===== src/rtl/bitty_run_ctrl.sv =====
// Run-control sequencer for the bitty core: free-run, single-step, halt/drain,
// breakpoint and instruction-budget stops, watchdog fault, retire/cycle counters.
module bitty_run_ctrl #(
   parameter int TIMEOUT = 16,
   parameter int CNT_W   = 16
) (
   input  logic             clk,
   input  logic             reset,
   input  logic             start,
   input  logic             step,
   input  logic             halt,
   input  logic             clear,
   input  logic             instr_done,
   input  logic [7:0]       pc,
   input  logic             bp_en,
   input  logic [7:0]       bp_addr,
   input  logic [CNT_W-1:0] limit,
   output logic             core_run,
   output logic [2:0]       state,
   output logic             bp_hit,
   output logic             limit_hit,
   output logic [CNT_W-1:0] instr_count,
   output logic [CNT_W-1:0] cycle_count
);

   typedef enum logic [2:0] {
      S_IDLE   = 3'd0,
      S_RUN    = 3'd1,
      S_STEP   = 3'd2,
      S_DRAIN  = 3'd3,
      S_HALTED = 3'd4,
      S_FAULT  = 3'd5
   } state_e;

   localparam int              WD_W    = $clog2(TIMEOUT + 1);
   localparam logic [WD_W-1:0] WD_LAST = WD_W'(TIMEOUT - 1);

   state_e           state_q, state_d;
   logic             core_run_q, core_run_d;
   logic             bp_hit_q, bp_hit_d;
   logic             limit_hit_q, limit_hit_d;
   logic [CNT_W-1:0] instr_count_q, instr_count_d;
   logic [CNT_W-1:0] cycle_count_q, cycle_count_d;
   logic [WD_W-1:0]  wdog_q, wdog_d;

   logic             active;
   logic             bp_match;
   logic             lim_match;
   logic             wd_expire;
   logic [CNT_W-1:0] icnt_inc;
   logic [CNT_W-1:0] ccnt_inc;

   always_comb begin
      // NOTE: every always_comb output gets a default first so no path can infer a latch.
      state_d       = state_q;
      bp_hit_d      = 1'b0;
      limit_hit_d   = 1'b0;
      instr_count_d = instr_count_q;
      cycle_count_d = cycle_count_q;
      wdog_d        = '0;

      active    = (state_q == S_RUN) || (state_q == S_STEP) || (state_q == S_DRAIN);
      icnt_inc  = (&instr_count_q) ? instr_count_q : instr_count_q + CNT_W'(1);
      ccnt_inc  = (&cycle_count_q) ? cycle_count_q : cycle_count_q + CNT_W'(1);
      bp_match  = bp_en && (pc == bp_addr);
      lim_match = (limit != '0) && (icnt_inc == limit);
      wd_expire = !instr_done && (wdog_q == WD_LAST);

      if (active) begin
         cycle_count_d = ccnt_inc;
         wdog_d        = instr_done ? '0 : wdog_q + WD_W'(1);
         if (instr_done) instr_count_d = icnt_inc;
      end

      case (state_q)
         S_IDLE, S_HALTED: begin
            if ((state_q == S_HALTED) && clear) begin
               state_d       = S_IDLE;
               instr_count_d = '0;
               cycle_count_d = '0;
            end else if (!halt) begin
               if (step)       state_d = S_STEP;
               else if (start) state_d = S_RUN;
            end
         end
         S_RUN: begin
            if (instr_done) begin
               if (halt || bp_match || lim_match) begin
                  state_d     = S_HALTED;
                  bp_hit_d    = bp_match;
                  limit_hit_d = lim_match;
               end
            end else if (wd_expire) begin
               state_d = S_FAULT;
            end else if (halt) begin
               state_d = S_DRAIN;
            end
         end
         // Breakpoints are deliberately not evaluated while stepping.
         S_STEP, S_DRAIN: begin
            if (instr_done)     state_d = S_HALTED;
            else if (wd_expire) state_d = S_FAULT;
         end
         S_FAULT: begin
            if (clear) begin
               state_d       = S_IDLE;
               instr_count_d = '0;
               cycle_count_d = '0;
            end
         end
         default: state_d = S_IDLE;
      endcase

      core_run_d = (state_d == S_RUN) || (state_d == S_STEP) || (state_d == S_DRAIN);
      if (!core_run_d) wdog_d = '0;
   end

   // NOTE: sequential state uses non-blocking assignments only.
   always_ff @(posedge clk) begin
      if (reset) begin
         state_q       <= S_IDLE;
         core_run_q    <= 1'b0;
         bp_hit_q      <= 1'b0;
         limit_hit_q   <= 1'b0;
         instr_count_q <= '0;
         cycle_count_q <= '0;
         wdog_q        <= '0;
      end else begin
         state_q       <= state_d;
         core_run_q    <= core_run_d;
         bp_hit_q      <= bp_hit_d;
         limit_hit_q   <= limit_hit_d;
         instr_count_q <= instr_count_d;
         cycle_count_q <= cycle_count_d;
         wdog_q        <= wdog_d;
      end
   end

   assign core_run    = core_run_q;
   assign state       = state_q;
   assign bp_hit      = bp_hit_q;
   assign limit_hit   = limit_hit_q;
   assign instr_count = instr_count_q;
   assign cycle_count = cycle_count_q;

endmodule


===== config.mk =====
export PLATFORM = sky130hd
export DESIGN_NAME = bitty_run_ctrl
export DESIGN_NICKNAME = d
export VERILOG_FILES = /design/src/rtl/bitty_run_ctrl.sv
export SDC_FILE = /design/constraint.sdc
export NUM_CORES = 1
export LEC_CHECK = 0
export BUFFER_PORTS_ARGS = -buffer_cell sky130_fd_sc_hd__buf_4
export CAP_MARGIN = 5
export CORE_ASPECT_RATIO = 1.1
export CORE_UTILIZATION = 50
export CTS_CLUSTER_SIZE = 14
export DETAILED_ROUTE_END_ITERATION = 10
export PLACE_DENSITY = 0.77
export SLEW_MARGIN = 15
export SYNTH_ARGS = -nofsm -noshare
export SYNTH_HDL_FRONTEND = slang
export SYNTH_SLANG_ARGS = --single-unit

===== constraint.sdc =====
create_clock -name clk -period 3.31 [get_ports clk]
set_clock_uncertainty 0.05 [all_clocks]
set_input_delay 0.1655 -clock clk [delete_from_list [all_inputs] [get_ports clk]]
set_output_delay 0.1655 -clock clk [all_outputs]
set_load 0.05 [all_outputs]

==> summary.txt <==
Outcome = finished, final reports clean
First-pass GRT wire length = 12700 um
Number of clock sinks = 43
Final min period = 2.84 ns
H-tree depth = 2
Post-synthesis cell type count = 53
Post-synth top area share = 0.304
Drt drc = 0
Flop2flop setup slack = 0.47 ns
HPWL after DPL = 6230 um
Top post-synthesis cells by area = dfxtp_1, nor2_1, xnor2_1
Share of layout cells above drive strength 1 = 0.240
Area occupied by multi-input gates = 0.00184 sq mm
Max VDD drop = 0.000218 V
Vias in the first global route = 2686
Floorplan die width = 73.8 um
Internal = 0.763 mW
Initial Util = 0.522
Vias post-DR = 2952
Post-Route WL = 7960 um
Synth Flop Type = dfxtp_1
Num ports = 78
Maximum root-to-sink buffer count = 2
Register-to-Register Path Depth = 9
Final hold vios = 0
Transition time of the tightest slew-check pin = 0.951 ns
Die area = 0.00598 sq mm
Critical path endpoint category = flop
Critical path arrival = 2.95 ns
Register area = 861 sq um
Drt first pass iters = 4
CP most frequent cell = nand4_1
CP max stage delay = 0.70 ns
Clk_lat worst skew = 0.29 ns
Hold Buf Count CTS = 0
Die H = 81.0 um
WP data required = 3.42 ns
Antenna Cells = 0
Largest net degree at the start of global routing = 24
Cells after Synth = 367
Max_cap viols = 0
Fillcell total = 492
Commonest non-fill, non-tap cell in the layout = buf_4
Crit-path cells = ha_1 -> nand4_1 -> or4_1 -> o21ai_1 -> a32oi_1 -> a2111oi_2 -> nand4_1 -> a41oi_2 -> a221oi_1
Net Count, Synth = 411
Final worst-path cycle share = 0.858
Hold Path Class = input pin to flop
IO buf count = 77
Non-filler cells, final = 521
Post-Syn Area = 0.00284 sq mm
CP Max Fanout = 8
Initial drt markers = 213
Placed cell area = 0.00352 sq mm
Crit path from = instr_count[1]$_SDFF_PP0_
Post-CTS Resized = 0
RSZ-0062 raised after global routing = false
Rel. slew slack = 0.364
DR WL/cell = 15.3 um
Post-synth EDFFs = 0
TNS Setup = 0 ns
Placer congestion estimate = 0.959
Sequential-to-total area share from yosys stat = 0.304
CTS tree = yes
Hold path start = reset
Worst flop-to-flop path endpoint = core_run$_SDFF_PP0_
Reg2reg start = instr_count[1]$_SDFF_PP0_
Hold endpoint = state[1]$_SDFF_PP0_
Post-route ant nets = 0
Clk slew on worst S/H paths = 0.08 ns
Placed cells = 513
Most frequent cells in the layout = buf_4, nor2_1, dfxtp_1
Crit Path Class = flop to flop
Fin area = 0.00360 sq mm
Via density = 5.67
Psw = 0.317 mW
Row cnt = 28
Comb pwr share = 0.191
Syn Area/Cell = 7.73 sq um
Power Dens Cells = 300 mW/mm^2
CTS buffer count = 5
F_max = 352 MHz
Slowest CP cell = or4_1
Initial antenna violation count = 0
Core area = 0.00543 sq mm
Synth warnings = 0
Switching Fraction = 0.294
Share of power burned in registers = 0.500
Pleak = 1.42 nW
Gr usage total = 0.274
Number of setup buffers added after CTS = 0
Syn-to-layout area delta = 27.1%
Final Max Tran Viols = 0
#FFs+latches synth = 43
CP startpoint kind = flop
Synth area leader = dfxtp_1
Clock Power Share = 0.308
Asr flop ratio synth = 0
Final setup vio count = 0
Final Net Count = 489
Hold Path Depth = 2
GRT overflow = 0
Root buffer selected by CTS = clkbuf_8
==> layer usage <==
layer  share of wire  track usage  wire length, um
met5               0            0                0
met4           0.021        0.102              171
met3           0.049       0.0310              387
met2            0.50        0.484             3980
met1            0.43        0.340             3420
==> power groups by stage <==
stage | Sequential (mW) | Clock [mW] | Combinational (mW)
floorplan | 0.580 | 0 | 0.0889
global placement | 0.552 | 0 | 0.203
detailed placement | 0.552 | 0 | 0.204
CTS | 0.540 | 0.343 | 0.206
global route | 0.543 | 0.365 | 0.221
finish | 0.540 | 0.333 | 0.207
==> sequential cells by signal, summed over array words and instances, names as in the netlist <==
register	count
limit_hit	1
wdog_q	5
core_run	1
instr_count	16
bp_hit	1
state	3
cycle_count	16
==> logic make-up after synthesis <==
family	after synthesis	synth area share
DFF	43	0.304
muxes	5	0.0177
adders and majority gates	4	0.0177
buffers and inverters	32	0.0490
and+or+nand+nor	185	0.340
AOI/OAI and AO/OA	54	0.131
xor gates and xnor gates	44	0.141
==> area by class of cell <==
| class | instances | share of cell area |
|---|---|---|
| repair buffers | 90 | 0.187 |
| flip-flops and latches | 43 | 0.239 |
| inverters | 13 | 0.0135 |
| well taps | 75 | 0.0260 |
| clock inverters | 2 | 0.00347 |
| multi-input cells | 292 | 0.510 |
| clock buffers | 6 | 0.0201 |
==> critical path: cells and delay by family (launching register included) <==
kind,cells,cell delay (ns)
and+or+nand+nor,3,1.05
DFF,1,0.44
AOI/OAI and AO/OA,5,0.96
adders and majority gates,1,0.21
==> through the flow <==
step           total power, mW  hold WS (ns)   util  worst slack (ns)
2_1_floorplan            0.669         0.188      -             0.163
3_3_place_gp             0.755         0.330  0.648             0.572
3_5_place_dp             0.757         0.333  0.648             0.484
4_1_cts                   1.09        0.0213  0.664             0.465
5_1_grt                   1.13        0.0298  0.664             0.313
6_report                  1.08        0.0364  0.664             0.470
==> worst max path at each step <==
stage | endpoint | depth (start not counted) | slack, ns
3_3_place_gp | core_run$_SDFF_PP0_ | 9 | 0.57
5_1_grt | core_run$_SDFF_PP0_ | 9 | 0.31
4_1_cts | core_run$_SDFF_PP0_ | 9 | 0.46
2_1_floorplan | core_run$_SDFF_PP0_ | 11 | 0.16
6_report | core_run$_SDFF_PP0_ | 9 | 0.47
3_5_place_dp | core_run$_SDFF_PP0_ | 9 | 0.48
==> cells in the mapped netlist, types with 5 or more instances <==
library cell  number
xnor2_1           23
and3_1             8
nand4_1           16
o21ai_0           17
mux2i_1            5
dfxtp_1           43
inv_1             13
nor2_1            58
nand3_1           19
nand2_1           31
or3_1              7
xor2_1            20
a21oi_1            9
and4_1             5
nor3_1             8
a31oi_1            5
buf_2              6
clkbuf_1          10
nor4_1            10
(Power assumes the default switching activity.)
